**src/rtl/fetch_issue_queue.sv**
```systemverilog
// Fetch-to-issue decoupling queue: one outstanding cache request, predecode,
// static branch prediction, RVC stepping and flush discard of stale responses.
module fetch_issue_queue #(
    parameter int          DEPTH        = 4,
    parameter logic [31:0] RESET_PC     = 32'h0,
    parameter int          PREDICT_MODE = 0
) (
    input  logic        clk_in,
    input  logic        rst_in,
    input  logic        rdy_in,
    input  logic        flush_pipline,
    input  logic [31:0] reset_PC_to,
    input  logic        jalr_just_done,
    input  logic [31:0] jalr_resulting_PC,
    input  logic        issue_space_available,
    output logic        issue_valid,
    output logic [31:0] issue_PC,
    output logic [31:0] issue_ins,
    output logic [31:0] issue_predicted_PC,
    output logic        issue_is_compressed,
    output logic        fetch_req,
    output logic [31:0] fetch_addr,
    input  logic        fetch_done,
    input  logic [31:0] fetch_data
);

    localparam int AW = $clog2(DEPTH);
    localparam int PW = AW + 1;
    localparam logic [PW:0] DEPTH_R = (PW+1)'(DEPTH);

    typedef struct packed {
        logic [31:0] pc;
        logic [31:0] ins;
        logic [31:0] pred;
        logic        comp;
    } entry_t;

    entry_t        mem [DEPTH];
    logic [PW-1:0] head;
    logic [PW-1:0] tail;
    logic [PW-1:0] count;
    logic [PW:0]   reserved;
    logic [31:0]   fetch_pc;
    logic          outstanding;
    logic          drop;
    logic          wait_jalr;
    logic          empty;
    logic          pop;
    logic          push;
    logic          launch;
    entry_t        head_e;

    logic        comp;
    logic [1:0]  quad;
    logic [2:0]  f3;
    logic [6:0]  op;
    logic [31:0] step;
    logic [31:0] imm_j;
    logic [31:0] imm_b;
    logic [31:0] imm_cj;
    logic [31:0] imm_cb;
    logic        w_jal;
    logic        w_br;
    logic        w_jalr;
    logic        c_j;
    logic        c_br;
    logic        c_jr;
    logic [31:0] next_pc;
    logic        jalr_hit;

    assign count    = tail - head;
    assign reserved = {1'b0, count} + {{PW{1'b0}}, outstanding};
    assign empty    = (head == tail);
    assign launch   = !outstanding && !wait_jalr && (reserved < DEPTH_R);
    assign pop      = issue_valid && issue_space_available;
    assign push     = rdy_in && !flush_pipline && fetch_done
                      && outstanding && !drop;

    assign head_e              = mem[head[AW-1:0]];
    assign issue_valid         = rdy_in && !empty;
    assign issue_PC            = empty ? 32'h0 : head_e.pc;
    assign issue_ins           = empty ? 32'h0 : head_e.ins;
    assign issue_predicted_PC  = empty ? 32'h0 : head_e.pred;
    assign issue_is_compressed = !empty && head_e.comp;
    assign fetch_req           = outstanding;

    always_comb begin
        comp   = (fetch_data[1:0] != 2'b11);
        quad   = fetch_data[1:0];
        f3     = fetch_data[15:13];
        op     = fetch_data[6:0];
        step   = comp ? 32'd2 : 32'd4;
        imm_j  = {{12{fetch_data[31]}}, fetch_data[19:12],
                  fetch_data[20], fetch_data[30:21], 1'b0};
        imm_b  = {{20{fetch_data[31]}}, fetch_data[7],
                  fetch_data[30:25], fetch_data[11:8], 1'b0};
        imm_cj = {{21{fetch_data[12]}}, fetch_data[8],
                  fetch_data[10:9], fetch_data[6], fetch_data[7],
                  fetch_data[2], fetch_data[11], fetch_data[5:3], 1'b0};
        imm_cb = {{24{fetch_data[12]}}, fetch_data[6:5],
                  fetch_data[2], fetch_data[11:10],
                  fetch_data[4:3], 1'b0};
        w_jal  = !comp && (op == 7'b1101111);
        w_br   = !comp && (op == 7'b1100011);
        w_jalr = !comp && (op == 7'b1100111);
        c_j    = comp && (quad == 2'b01)
                 && ((f3 == 3'b101) || (f3 == 3'b001));
        c_br   = comp && (quad == 2'b01) && (f3[2:1] == 2'b11);
        c_jr   = comp && (quad == 2'b10) && (f3 == 3'b100)
                 && (fetch_data[6:2] == 5'd0)
                 && (fetch_data[11:7] != 5'd0);
        next_pc  = fetch_addr + step;
        jalr_hit = 1'b0;
        unique case (1'b1)
            w_jal: next_pc = fetch_addr + imm_j;
            c_j:   next_pc = fetch_addr + imm_cj;
            w_br: begin
                if (PREDICT_MODE == 1 && imm_b[31])
                    next_pc = fetch_addr + imm_b;
            end
            c_br: begin
                if (PREDICT_MODE == 1 && imm_cb[31])
                    next_pc = fetch_addr + imm_cb;
            end
            w_jalr, c_jr: jalr_hit = 1'b1;
            default: ;
        endcase
    end

    always_ff @(posedge clk_in) begin
        if (push)
            mem[tail[AW-1:0]] <= '{pc: fetch_addr, ins: fetch_data,
                                   pred: next_pc, comp: comp};
    end

    always_ff @(posedge clk_in or posedge rst_in) begin
        if (rst_in) begin
            head        <= '0;
            tail        <= '0;
            fetch_pc    <= RESET_PC;
            fetch_addr  <= RESET_PC;
            outstanding <= 1'b0;
            drop        <= 1'b0;
            wait_jalr   <= 1'b0;
        end else if (rdy_in) begin
            if (flush_pipline) begin
                head      <= '0;
                tail      <= '0;
                fetch_pc  <= reset_PC_to;
                wait_jalr <= 1'b0;
                // In-flight request keeps its address; its answer is junk.
                if (outstanding) begin
                    if (fetch_done) begin
                        outstanding <= 1'b0;
                        drop        <= 1'b0;
                    end else begin
                        drop <= 1'b1;
                    end
                end else begin
                    outstanding <= 1'b1;
                    fetch_addr  <= reset_PC_to;
                end
            end else begin
                if (pop)
                    head <= head + 1'b1;
                if (fetch_done && outstanding) begin
                    outstanding <= 1'b0;
                    drop        <= 1'b0;
                    if (!drop) begin
                        tail      <= tail + 1'b1;
                        fetch_pc  <= next_pc;
                        wait_jalr <= jalr_hit;
                    end
                end else if (launch) begin
                    outstanding <= 1'b1;
                    fetch_addr  <= fetch_pc;
                end
                if (jalr_just_done && wait_jalr) begin
                    fetch_pc  <= jalr_resulting_PC;
                    wait_jalr <= 1'b0;
                end
            end
        end
    end

endmodule

```
**config.mk**
```make
export PLATFORM = sky130hd
export DESIGN_NAME = fetch_issue_queue
export DESIGN_NICKNAME = d
export VERILOG_FILES = /design/src/rtl/fetch_issue_queue.sv
export SDC_FILE = /design/constraint.sdc
export NUM_CORES = 1
export LEC_CHECK = 0
export BUFFER_PORTS_ARGS = -buffer_cell sky130_fd_sc_hd__buf_4
export CORE_ASPECT_RATIO = 0.75
export CORE_UTILIZATION = 35
export DETAILED_ROUTE_END_ITERATION = 12
export GPL_TIMING_DRIVEN = 0
export HOLD_SLACK_MARGIN = 0.1
export PLACE_DENSITY = 0.51
export RECOVER_POWER = 100
export SYNTH_ARGS = -nofsm -noshare
export SYNTH_HDL_FRONTEND = slang
export SYNTH_SLANG_ARGS = --single-unit
```
**constraint.sdc**
```tcl
create_clock -name clk_in -period 3.75 [get_ports clk_in]
set_input_delay 0 -clock clk_in [delete_from_list [all_inputs] [get_ports clk_in]]
set_output_delay 0 -clock clk_in [all_outputs]
set_load 0.02 [all_outputs]
```
==> results of run 1 <==
[routing by layer]
layer | part of all wire [%] | vias to the layer above
met5 | 0 | -
met4 | 2.2 | 0
met3 | 5.3 | 78
met2 | 44 | 376
met1 | 48 | 6608
li1 | - | 5758
[stage by stage]
| step | hold WS [ns] | power (mW) |
|---|---|---|
| floorplan | 0.0989 | 10.1 |
| global placement | 0.219 | 12.7 |
| detailed placement | 0.00238 | 12.8 |
| CTS | 0.152 | 17.7 |
| global route | 0.217 | 17.9 |
| finish | 0.189 | 17.1 |
[Yosys cell counts, types with 3 or more instances]
cell type | n | area (sq um)
a31oi_1 | 12 | 75.1
a211oi_1 | 4 | 30.0
nor2_1 | 30 | 113
and4_1 | 3 | 26.3
buf_2 | 3 | 15.0
a221o_1 | 3 | 30.0
a21oi_1 | 49 | 245
nor2b_1 | 103 | 644
mux4_2 | 96 | 2160
mux2_2 | 3 | 33.8
nand4_1 | 5 | 31.3
nand3b_1 | 11 | 82.6
and2_1 | 8 | 50.1
edfxtp_1 | 384 | 11500
buf_1 | 16 | 60.1
a22o_1 | 12 | 105
nand2b_1 | 4 | 25.0
xnor2_1 | 19 | 166
xor2_1 | 12 | 105
nor4_1 | 5 | 31.3
and3_1 | 6 | 37.5
o21a_1 | 5 | 37.5
a21o_1 | 22 | 165
or2_0 | 3 | 18.8
buf_6 | 3 | 33.8
dfrtp_1 | 73 | 1830
o21ai_0 | 74 | 370
ha_1 | 26 | 325
clkbuf_1 | 56 | 210
nand2_1 | 105 | 394
nor3_1 | 16 | 80.1
inv_1 | 18 | 67.6
mux2i_1 | 44 | 440
nand3_1 | 13 | 65.1
[registers in the layout, summed over array words and instances, names as in the netlist]
register / cells
mem: 384
fetch_addr: 32
fetch_pc: 32
head: 3
tail: 3
drop: 1
fetch_req: 1
wait_jalr: 1
[cell type report]
type | count | area (sq um) | area share (%)
diodes | 2 | 5.00 | 0.0199
plain buffers | 79 | 353 | 1.41
clock buffers | 64 | 1330 | 5.31
clock inverters | 20 | 205 | 0.817
inverters | 18 | 68.8 | 0.274
multi-input cells | 736 | 6390 | 25.4
flip-flops and latches | 457 | 13400 | 53.2
well taps | 731 | 915 | 3.64
repair buffers | 353 | 2480 | 9.88
[cell usage in the layout (no fill, tap or decap), types with 38 or more instances in the layout]
cell type / instances
buf_4: 85
a21oi_1: 49
edfxtp_1: 384
o21ai_0: 76
nor2b_1: 103
dfrtp_1: 73
clkbuf_16: 50
mux4_2: 96
clkbuf_1: 180
nand2_1: 105
mux2i_1: 43
dlygate4sd3_1: 111
clkbuf_2: 38
[timing repair]
action                     in CTS  in global routing
pin swaps                       0                  0
setup endpoints to repair     159                 56
setup buffers                   0                  1
gates cloned                    0                  0
hold buffers                  111                  0
resized for setup              15                 17
hold endpoints to repair      277                  0
[power breakdown]
part | internal (mW) | switching [mW]
combinational | 1.90 | 3.56
clock | 2.76 | 1.96
sequential | 6.32 | 0.588
[worst paths after layout]
kind	to	start	cells past startpoint
max	mem[3][88]	fetch_req	6
min	fetch_pc[13]	jalr_just_done	6
max reg2reg	mem[3][88]	fetch_req	6
min reg2reg	fetch_pc[11]	fetch_pc[11]	2
max in group asynchronous	fetch_addr[24]	rst_in	5
min in group asynchronous	wait_jalr	rst_in	4
[kinds of logic (layout without fill, tap and decap cells)]
logic type	after synthesis	in the layout
flip-flops	457	457
AND/OR/NAND/NOR	324	324
AO/OA/AOI/OAI	209	209
multiplexers	144	144
buffers and inverters	99	534
XOR/XNOR	31	31
adder cells (fa/ha/maj)	28	28
other	0	2
[worst min-delay path, delay by kind of cell]
family                 cells  cell delay [ns]
buffers and inverters      2             0.36
AO/OA/AOI/OAI              1             0.08
AND/OR/NAND/NOR            3             0.28
==> results.py, run 1 <==
metrics = {
    "setup_path": {
        "crit_chain": "nand3_1, or2_2, clkbuf_1, nor2_1, and2_2, buf_16",
        "cp.arrival_ns": 3.81,
        "crit_family": "simple AND/OR/NAND/NOR gates",
        "critPathMaxStageDelay_ns": 1.21,
        "critical_path_class": "reg -> reg",
        "crit_slowest_cell": "and2_2",
        "critPathBufInv": 2,
        "reg2reg_slack_ns": 0.17,
        "startpoint_type": "register",
        "crit_fanout": 52,
        "cp-end-kind": "register",
        "crit_required_ns": 3.98,
    },
    "floorplan": {
        "num_rows": 75,
        "initial_utilization_pct": 35.7,
        "die_y_um": 209,
        "die_area_sq_um": 58300,
        "ios": 234,
        "fp.dieW_um": 279,
        "coreArea_sq_um": 56300,
    },
    "global_route": {
        "top_usage_layer": "met1",
        "grt_pass1_wl_um": 86600,
        "grt_pass1_vias": 12800,
        "antenna_found_initial": 0,
        "overflow": 0,
        "grt_max_degree": 53,
        "grt_use_met2_pct": 30.4,
        "global_route.usage.met1_pct": 30.8,
        "track_usage_pct": 20.4,
        "use_met3_pct": 3.43,
    },
    "clock_network": {
        "htree_levels": 2,
        "cts_sinks": 457,
        "clkLatencyLatePin_ns": 0.59,
        "path_clk_slew_ns": 0.06,
        "cts_root_buf": "clkbuf_16",
        "numCtsBuffers": 47,
        "cts_tree": "built",
        "clk_path_buf_depth": 3,
    },
    "timing": {
        "rsz0062_at_grt": "no",
        "min_period_ns": 3.58,
        "setup_tns_ns": 0,
        "hold_viol": 0,
        "fin_skew_ns": 0.0260,
        "worst_pin_slew_ns": 1.55,
        "fin_crit_sh_pct": 95.5,
        "setup_viol": 0,
        "max_freq_ghz": 0.279,
        "slew_headroom_pct": -3.10,
        "setup_ws_ns": 0.170,
        "drv_slew": 22,
    },
    "final_layout": {
        "post-route-util_pct": 44.6,
        "areaGrowthSynthToFinish_pct": 25.1,
        "nNetsFinal": 1823,
        "drive_gt1_share_pct": 19.3,
        "nFillCells": 5158,
        "stdcell_count": 2460,
        "stdcell_area_sq_um": 25100,
    },
    "logic_synthesis": {
        "synthArstFlopShare_pct": 16.0,
        "synth_compound_area_share_pct": 6.56,
        "synthXorXnorAreaFrac_pct": 1.35,
        "synth_top_family_by_area": "multiplexers",
        "ys_ff_latch": 457,
        "synth-warning-count": 0,
        "syn_inst": 1292,
        "ys.flop_type": "edfxtp_1",
        "postSynthAreaPerCell_sq_um": 15.5,
        "synth_mux_area_share_pct": 13.2,
        "synth_simple_gate_area_share_pct": 8.50,
        "synth_nets": 1423,
        "ys_seq_area_share_pct": 66.5,
        "syn_area_sq_um": 20100,
        "synthAdderAreaFrac_pct": 1.82,
        "synth_edf_count": 384,
        "synthDistinctLibCells": 66,
    },
    "placement": {
        "numPortBuffers": 233,
        "placed_area_sq_um": 23000,
        "preCtsSetupSlack_ns": -2.21,
        "dp.cells": 2264,
        "place_congestion": 0.875,
        "dp_hpwl_um": 41200,
    },
    "drt": {
        "drc": 0,
        "num_vias": 12800,
        "ant_nets": 0,
        "drt-initial-drc-count": 905,
        "vias_per_cell": 5.21,
        "finalWirelength_um": 59600,
        "drt_first_pass_iters": 5,
        "routedWlPerCell_um": 24.2,
    },
    "power": {
        "total_leakage_power_nw": 8.94,
        "power_density_nw_per_um2": 681,
        "vdd_drop_max_mv": 0.332,
    },
    "flow_run": {
        "max_cap_violations": 1,
    },
    "run_status": {
        "failed_checks": "max-capacitance violations, max-slew violations",
        "run_status": "finished with violations",
    },
    "worst_hold_path": {
        "hold_class": "in -> reg",
    },
}
Note: power is estimated with default switching activity, not from simulation.
==> inputs of run 2 (changes only) <==
--- a/config.mk
+++ b/config.mk
@@ -11,8 +11,9 @@
 export DETAILED_ROUTE_END_ITERATION = 12
 export GPL_TIMING_DRIVEN = 0
 export HOLD_SLACK_MARGIN = 0.1
-export PLACE_DENSITY = 0.51
+export PLACE_DENSITY = 0.49
 export RECOVER_POWER = 100
+export SETUP_SLACK_MARGIN = 0.4
 export SYNTH_ARGS = -nofsm -noshare
 export SYNTH_HDL_FRONTEND = slang
 export SYNTH_SLANG_ARGS = --single-unit
==> constraint.sdc (replaced) <==
create_clock -name clk_in -period 3.7 [get_ports clk_in]
set_input_delay 0 -clock clk_in [delete_from_list [all_inputs] [get_ports clk_in]]
set_output_delay 0 -clock clk_in [all_outputs]
set_load 0.02 [all_outputs]
==> run 2 against run 1 <==
Compared with the run above: global-route usage increased by 0.15 points; sequential power increased by 2%; die area unchanged; clock skew rose by 0.0021 ns; flip-flop and latch count stayed put; wire length rose by 1.4%; clock power up 4.7%; largest cell class unchanged; the run still ends with max-capacitance violations, max-slew violations left; first-iteration DRC count decreased by 0.22%.
==> results.py, run 2 (synthesis gave the netlist of run 1 again) <==
metrics = {
    "run_status": {
        "run_status": "finished with violations",
        "failed_checks": "max-capacitance violations, max-slew violations",
    },
    "timing": {
        "setup_tns_ns": 0,
        "setup_viol": 0,
        "worst_pin_slew_ns": 1.54,
        "min_period_ns": 3.40,
        "hold_viol": 0,
        "max_freq_ghz": 0.294,
        "fin_skew_ns": 0.0280,
        "slew_headroom_pct": -2.69,
        "drv_slew": 57,
        "fin_crit_sh_pct": 91.8,
        "holdWs_ns": 0.165,
        "rsz0062_at_grt": "yes",
        "setup_ws_ns": 0.303,
    },
    "floorplan": {
        "coreArea_sq_um": 56300,
        "fp.dieW_um": 279,
        "num_rows": 75,
        "die_y_um": 209,
        "initial_utilization_pct": 35.7,
        "die_area_sq_um": 58300,
        "ios": 234,
    },
    "setup_path": {
        "cp-end-kind": "register",
        "cp.arrival_ns": 3.88,
        "critical_path_class": "in -> reg",
        "startpoint_type": "input pin",
        "crit_required_ns": 4.18,
        "crit_fanout": 7,
    },
    "placement": {
        "place_congestion": 0.852,
        "preCtsSetupSlack_ns": -1.90,
        "numPortBuffers": 233,
        "dp_hpwl_um": 41700,
    },
    "drt": {
        "drc": 0,
        "routedWlPerCell_um": 24.4,
        "vias_per_cell": 5.21,
        "drt_first_pass_iters": 5,
        "num_vias": 12900,
        "ant_nets": 0,
        "finalWirelength_um": 60400,
        "drt-initial-drc-count": 903,
    },
    "power": {
        "power_density_nw_per_um2": 696,
        "vdd_drop_max_mv": 0.335,
        "total_leakage_power_nw": 9.40,
    },
    "global_route": {
        "grt_pass1_vias": 12700,
        "grt_pass1_wl_um": 86800,
        "track_usage_pct": 20.6,
        "grt_max_degree": 57,
        "overflow": 0,
        "antenna_found_initial": 0,
    },
    "clock_network": {
        "cts_root_buf": "clkbuf_16",
        "numCtsBuffers": 48,
        "clkLatencyLatePin_ns": 0.59,
        "cts_tree": "built",
        "htree_levels": 2,
        "path_clk_slew_ns": 0.06,
        "cts_sinks": 457,
        "clk_path_buf_depth": 3,
    },
    "final_layout": {
        "nNetsFinal": 1842,
        "areaGrowthSynthToFinish_pct": 28.7,
        "layout_commonest_cell": "edfxtp_1",
        "largest_reg_flops": 384,
        "drive_gt1_share_pct": 25.0,
        "final_cell_mix": "edfxtp_1, buf_4, dlygate4sd3_1, clkbuf_1, nand2_1",
        "n_antenna_cell": 0,
    },
    "worst_hold_path": {
        "hold_class": "in -> reg",
    },
    "flow_run": {
        "max_cap_violations": 1,
    },
}
==> run 2: cell types whose count changed in the layout (fill, tap and decap cells not counted), sizes merged <==
cell / before / now
buf: 108 / 207
clkinvlp: 4 / 3
clkbuf: 277 / 185
bufinv: 4 / 7
diode: 2 / 0
clkdlybuf4s15: 0 / 1
dlygate4sd3: 111 / 112
inv: 18 / 19
clkinv: 12 / 22
==> run 2: layer usage <==
layer / share of wire, % / global-route usage [%] / up-vias / routed length (um)
met1: 48 / 31.4 / 6697 / 29100
li1: - / - / 5802 / -
met2: 45 / 30.8 / 374 / 27000
met4: 1.4 / 4.23 / 0 / 871
met5: 0 / 0 / - / 0
met3: 5.7 / 3.56 / 49 / 3480
==> run 2: worst paths after layout <==
check | startpoint | depth (start not counted) | slack, ns | endpoint
min in group asynchronous | rst_in | 4 | 0.69 | fetch_pc[16]
setup / recovery | fetch_data[21] | 19 | 0.30 | fetch_pc[31]
hold reg to reg | fetch_pc[5] | 2 | 0.48 | fetch_pc[5]
hold / removal | jalr_just_done | 6 | 0.17 | fetch_pc[13]
setup reg to reg | fetch_addr[2] | 10 | 0.41 | fetch_pc[12]
max in group asynchronous | rst_in | 5 | 1.05 | head[0]
==> run 2: per-stage QoR <==
step	area (sq um)	utilization [%]	cells	power, mW
after floorplan	20100	-	1292	10.3
after global routing	25800	45.9	2480	18.8
after CTS	26000	46.1	2473	18.2
final	25800	45.9	2480	18.0
after detailed placement	23000	40.8	2265	13.0
after global placement	22700	40.4	2256	12.9
==> run 2: where the power goes <==
part	internal, mW	switching (mW)
clock network	2.90	2.03
registers	6.40	0.618
logic	2.40	3.64
total	11.7	6.29
==> run 2: repair_timing <==
action / in CTS / in global routing
buffers inserted: 8 / 7
setup endpoints to repair: 194 / 81
pin swaps: 5 / 7
hold endpoints to repair: 276 / 0
hold buffers: 112 / 0
gates resized for setup: 46 / 44
==> run 2: cell type report <==
| type | count | area (sq um) |
|---|---|---|
| clock inverters | 33 | 340 |
| inverters | 18 | 68.8 |
| well taps | 731 | 915 |
| flip-flops and latches | 457 | 13400 |
| multi-input cells | 736 | 6540 |
| clock buffers | 55 | 1250 |
| repair buffers | 369 | 2930 |
| fillers | 5072 | 30500 |
| plain buffers | 81 | 432 |
==> run 2: critical path, cell delays in order <==
cell	delay, ns
dlygate4sd3_1	0.53
clkbuf_1	0.23
inv_1	0.14
a221oi_2	0.28
ha_1	0.22
inv_1	0.06
fa_2	0.35
nor2b_1	0.18
o21bai_1	0.12
a31oi_2	0.29
a21o_1	0.28
a31oi_4	0.12
buf_12	0.17
buf_4	0.14
nor3_2	0.19
a21oi_2	0.06
xnor2_2	0.15
buf_4	0.15
o21ba_2	0.20
==> inputs of run 3 (changes only) <==
--- a/config.mk
+++ b/config.mk
@@ -7,6 +7,7 @@
 export LEC_CHECK = 0
 export BUFFER_PORTS_ARGS = -buffer_cell sky130_fd_sc_hd__buf_4
 export CORE_ASPECT_RATIO = 0.75
+export CORE_MARGIN = 5
 export CORE_UTILIZATION = 35
 export DETAILED_ROUTE_END_ITERATION = 12
 export GPL_TIMING_DRIVEN = 0
==> run 3 against run 2 <==
Compared with the run above: the run still ends with max-capacitance violations, max-slew violations left; critical path depth decreased by 1; cell count rose by 1.7%; core utilization down 0.83 points; register-to-register slack gained 0.04 ns; largest cell class unchanged.
==> results.py, run 3 (synthesis gave the netlist of run 1 again) <==
metrics = {
    "run_status": {
        "run_status": "finished with violations",
        "failed_checks": "max-capacitance violations, max-slew violations",
    },
    "clock_network": {
        "htree_levels": 2,
        "cts_root_buf": "clkbuf_16",
        "clkLatencyLatePin_ns": 0.58,
        "numCtsBuffers": 47,
        "cts_sinks": 457,
        "clk_path_buf_depth": 3,
        "cts_tree": "built",
        "path_clk_slew_ns": 0.07,
    },
    "placement": {
        "dp_hpwl_um": 41900,
        "placed_area_sq_um": 23000,
        "preCtsSetupSlack_ns": -2.07,
        "place_congestion": 0.857,
        "numPortBuffers": 233,
    },
    "drt": {
        "num_vias": 13000,
        "vias_per_cell": 5.14,
        "drt_first_pass_iters": 6,
        "drt-initial-drc-count": 1124,
        "routedWlPerCell_um": 24.1,
        "ant_nets": 0,
        "finalWirelength_um": 60700,
        "drc": 0,
    },
    "global_route": {
        "overflow": 0,
        "grt_pass1_wl_um": 88800,
        "track_usage_pct": 19.2,
        "grt_max_degree": 67,
        "antenna_found_initial": 2,
        "grt_pass1_vias": 13300,
    },
    "power": {
        "finalPower_mw": 17.7,
        "total_leakage_power_nw": 9.30,
        "power_frac_clock_pct": 26.2,
        "power_density_nw_per_um2": 686,
        "vdd_drop_max_mv": 0.357,
        "swShare_pct": 35.2,
        "switchingPower_mw": 6.21,
        "seqPwrFrac_pct": 39.5,
        "p_int_mw": 11.5,
        "pwr-share-comb_pct": 34.3,
    },
    "setup_path": {
        "cp-end-kind": "register",
        "startpoint_type": "input pin",
        "reg2regPathDepth": 6,
        "critical_path_class": "in -> reg",
        "crit_fanout": 10,
        "cp.arrival_ns": 3.83,
        "crit_required_ns": 4.17,
    },
    "final_layout": {
        "drive_gt1_share_pct": 24.7,
        "stdcell_area_sq_um": 25700,
        "largest_reg_flops": 384,
        "layout_commonest_cell": "edfxtp_1",
        "nFillCells": 5175,
        "areaGrowthSynthToFinish_pct": 28.2,
        "post-route-util_pct": 45.0,
        "nNetsFinal": 1834,
        "final_cell_mix": "edfxtp_1, buf_4, clkbuf_1, dlygate4sd3_1, nand2_1",
    },
    "timing": {
        "fin_crit_sh_pct": 90.8,
        "min_period_ns": 3.36,
        "fin_skew_ns": 0.0191,
        "max_freq_ghz": 0.298,
        "slew_headroom_pct": -18.8,
        "hold_viol": 0,
        "drv_slew": 67,
        "setup_ws_ns": 0.341,
        "rsz0062_at_grt": "yes",
        "holdWs_ns": 0.198,
        "setup_viol": 0,
        "worst_pin_slew_ns": 1.78,
    },
    "floorplan": {
        "fp.dieW_um": 287,
        "coreArea_sq_um": 57100,
        "initial_utilization_pct": 35.1,
        "die_y_um": 217,
        "die_area_sq_um": 62300,
        "ios": 234,
        "num_rows": 76,
    },
    "worst_hold_path": {
        "hold_depth": 6,
        "hold_class": "in -> reg",
    },
    "flow_run": {
        "max_cap_violations": 1,
    },
}
==> run 3: cell types whose count changed in the layout (fill, tap and decap cells not counted), moves of 3 or more <==
cell       change
clkbuf_1       +8
bufinv_16      -5
clkbuf_4       -5
clkinv_1       -5
mux2i_1        -4
nor2b_2        -4
buf_4          -3
clkbuf_8       +3
mux2i_2        +3
nor2b_1        +3
==> run 3: final timing paths <==
| path | start | end | slack (ns) |
|---|---|---|---|
| max in group asynchronous | rst_in | fetch_addr[29] | 1.15 |
| worst min register to register | fetch_pc[2] | fetch_pc[2] | 0.48 |
| min in group asynchronous | rst_in | fetch_pc[6] | 0.53 |
| worst min-delay path | jalr_just_done | fetch_pc[13] | 0.20 |
| worst max register to register | fetch_req | mem[2][31] | 0.45 |
| worst max-delay path | fetch_data[2] | fetch_pc[25] | 0.34 |
==> run 3: layout make-up <==
class | instances | area [sq um] | share of cell area, %
repair buffers | 362 | 2840 | 11.0
flip-flops and latches | 457 | 13400 | 51.9
plain buffers | 81 | 448 | 1.74
multi-input cells | 736 | 6560 | 25.5
well taps | 780 | 976 | 3.79
clock inverters | 21 | 148 | 0.574
diodes | 1 | 2.50 | 0.00972
inverters | 18 | 68.8 | 0.267
clock buffers | 65 | 1340 | 5.20
==> run 3: timing repair <==
action | in CTS | in global routing
endpoints found under the hold margin | 276 | 0
hold buffers | 110 | 0
resized for setup | 48 | 46
gates cloned | 0 | 0
setup endpoints to repair | 204 | 138
pin swaps | 2 | 9
setup buffers | 5 | 5
==> run 3: stage by stage <==
step,TNS [ns],cells
4_1_cts,0,2515
2_1_floorplan,0,1292
6_report,0,2521
3_5_place_dp,-196.21,2314
3_3_place_gp,-433.19,2305
5_1_grt,0,2520
==> run 3: power by group through the flow <==
stage                     sequential (mW)  clock [mW]  combinational, mW
after global routing                 7.06        4.95               6.56
after global placement               7.07           0               5.90
after CTS                            7.00        4.73               6.23
after floorplan                      7.02           0               3.25
after detailed placement             7.09           0               5.95
final                                6.98        4.62               6.06
==> run 3: per-layer routing <==
metal	part of all wire (%)	GRT usage [%]	wire [um]
met1	46	28.4	27900
met2	46	29.8	27800
met5	0	0	0
met4	2.3	5.02	1420
met3	5.9	3.04	3600
==> run 3: critical path, cell delays in order <==
cell	delay [ns]
clkbuf_1	0.31
nand3_1	0.19
nor4_4	0.35
buf_6	0.20
clkbuf_4	0.21
a21o_1	0.16
ha_1	0.22
clkbuf_2	0.17
and3_1	0.20
clkbuf_1	0.17
a31o_2	0.29
a21o_4	0.21
a31oi_4	0.18
buf_12	0.15
nand4_1	0.08
o21ai_1	0.15
xor2_2	0.20
a221o_1	0.37
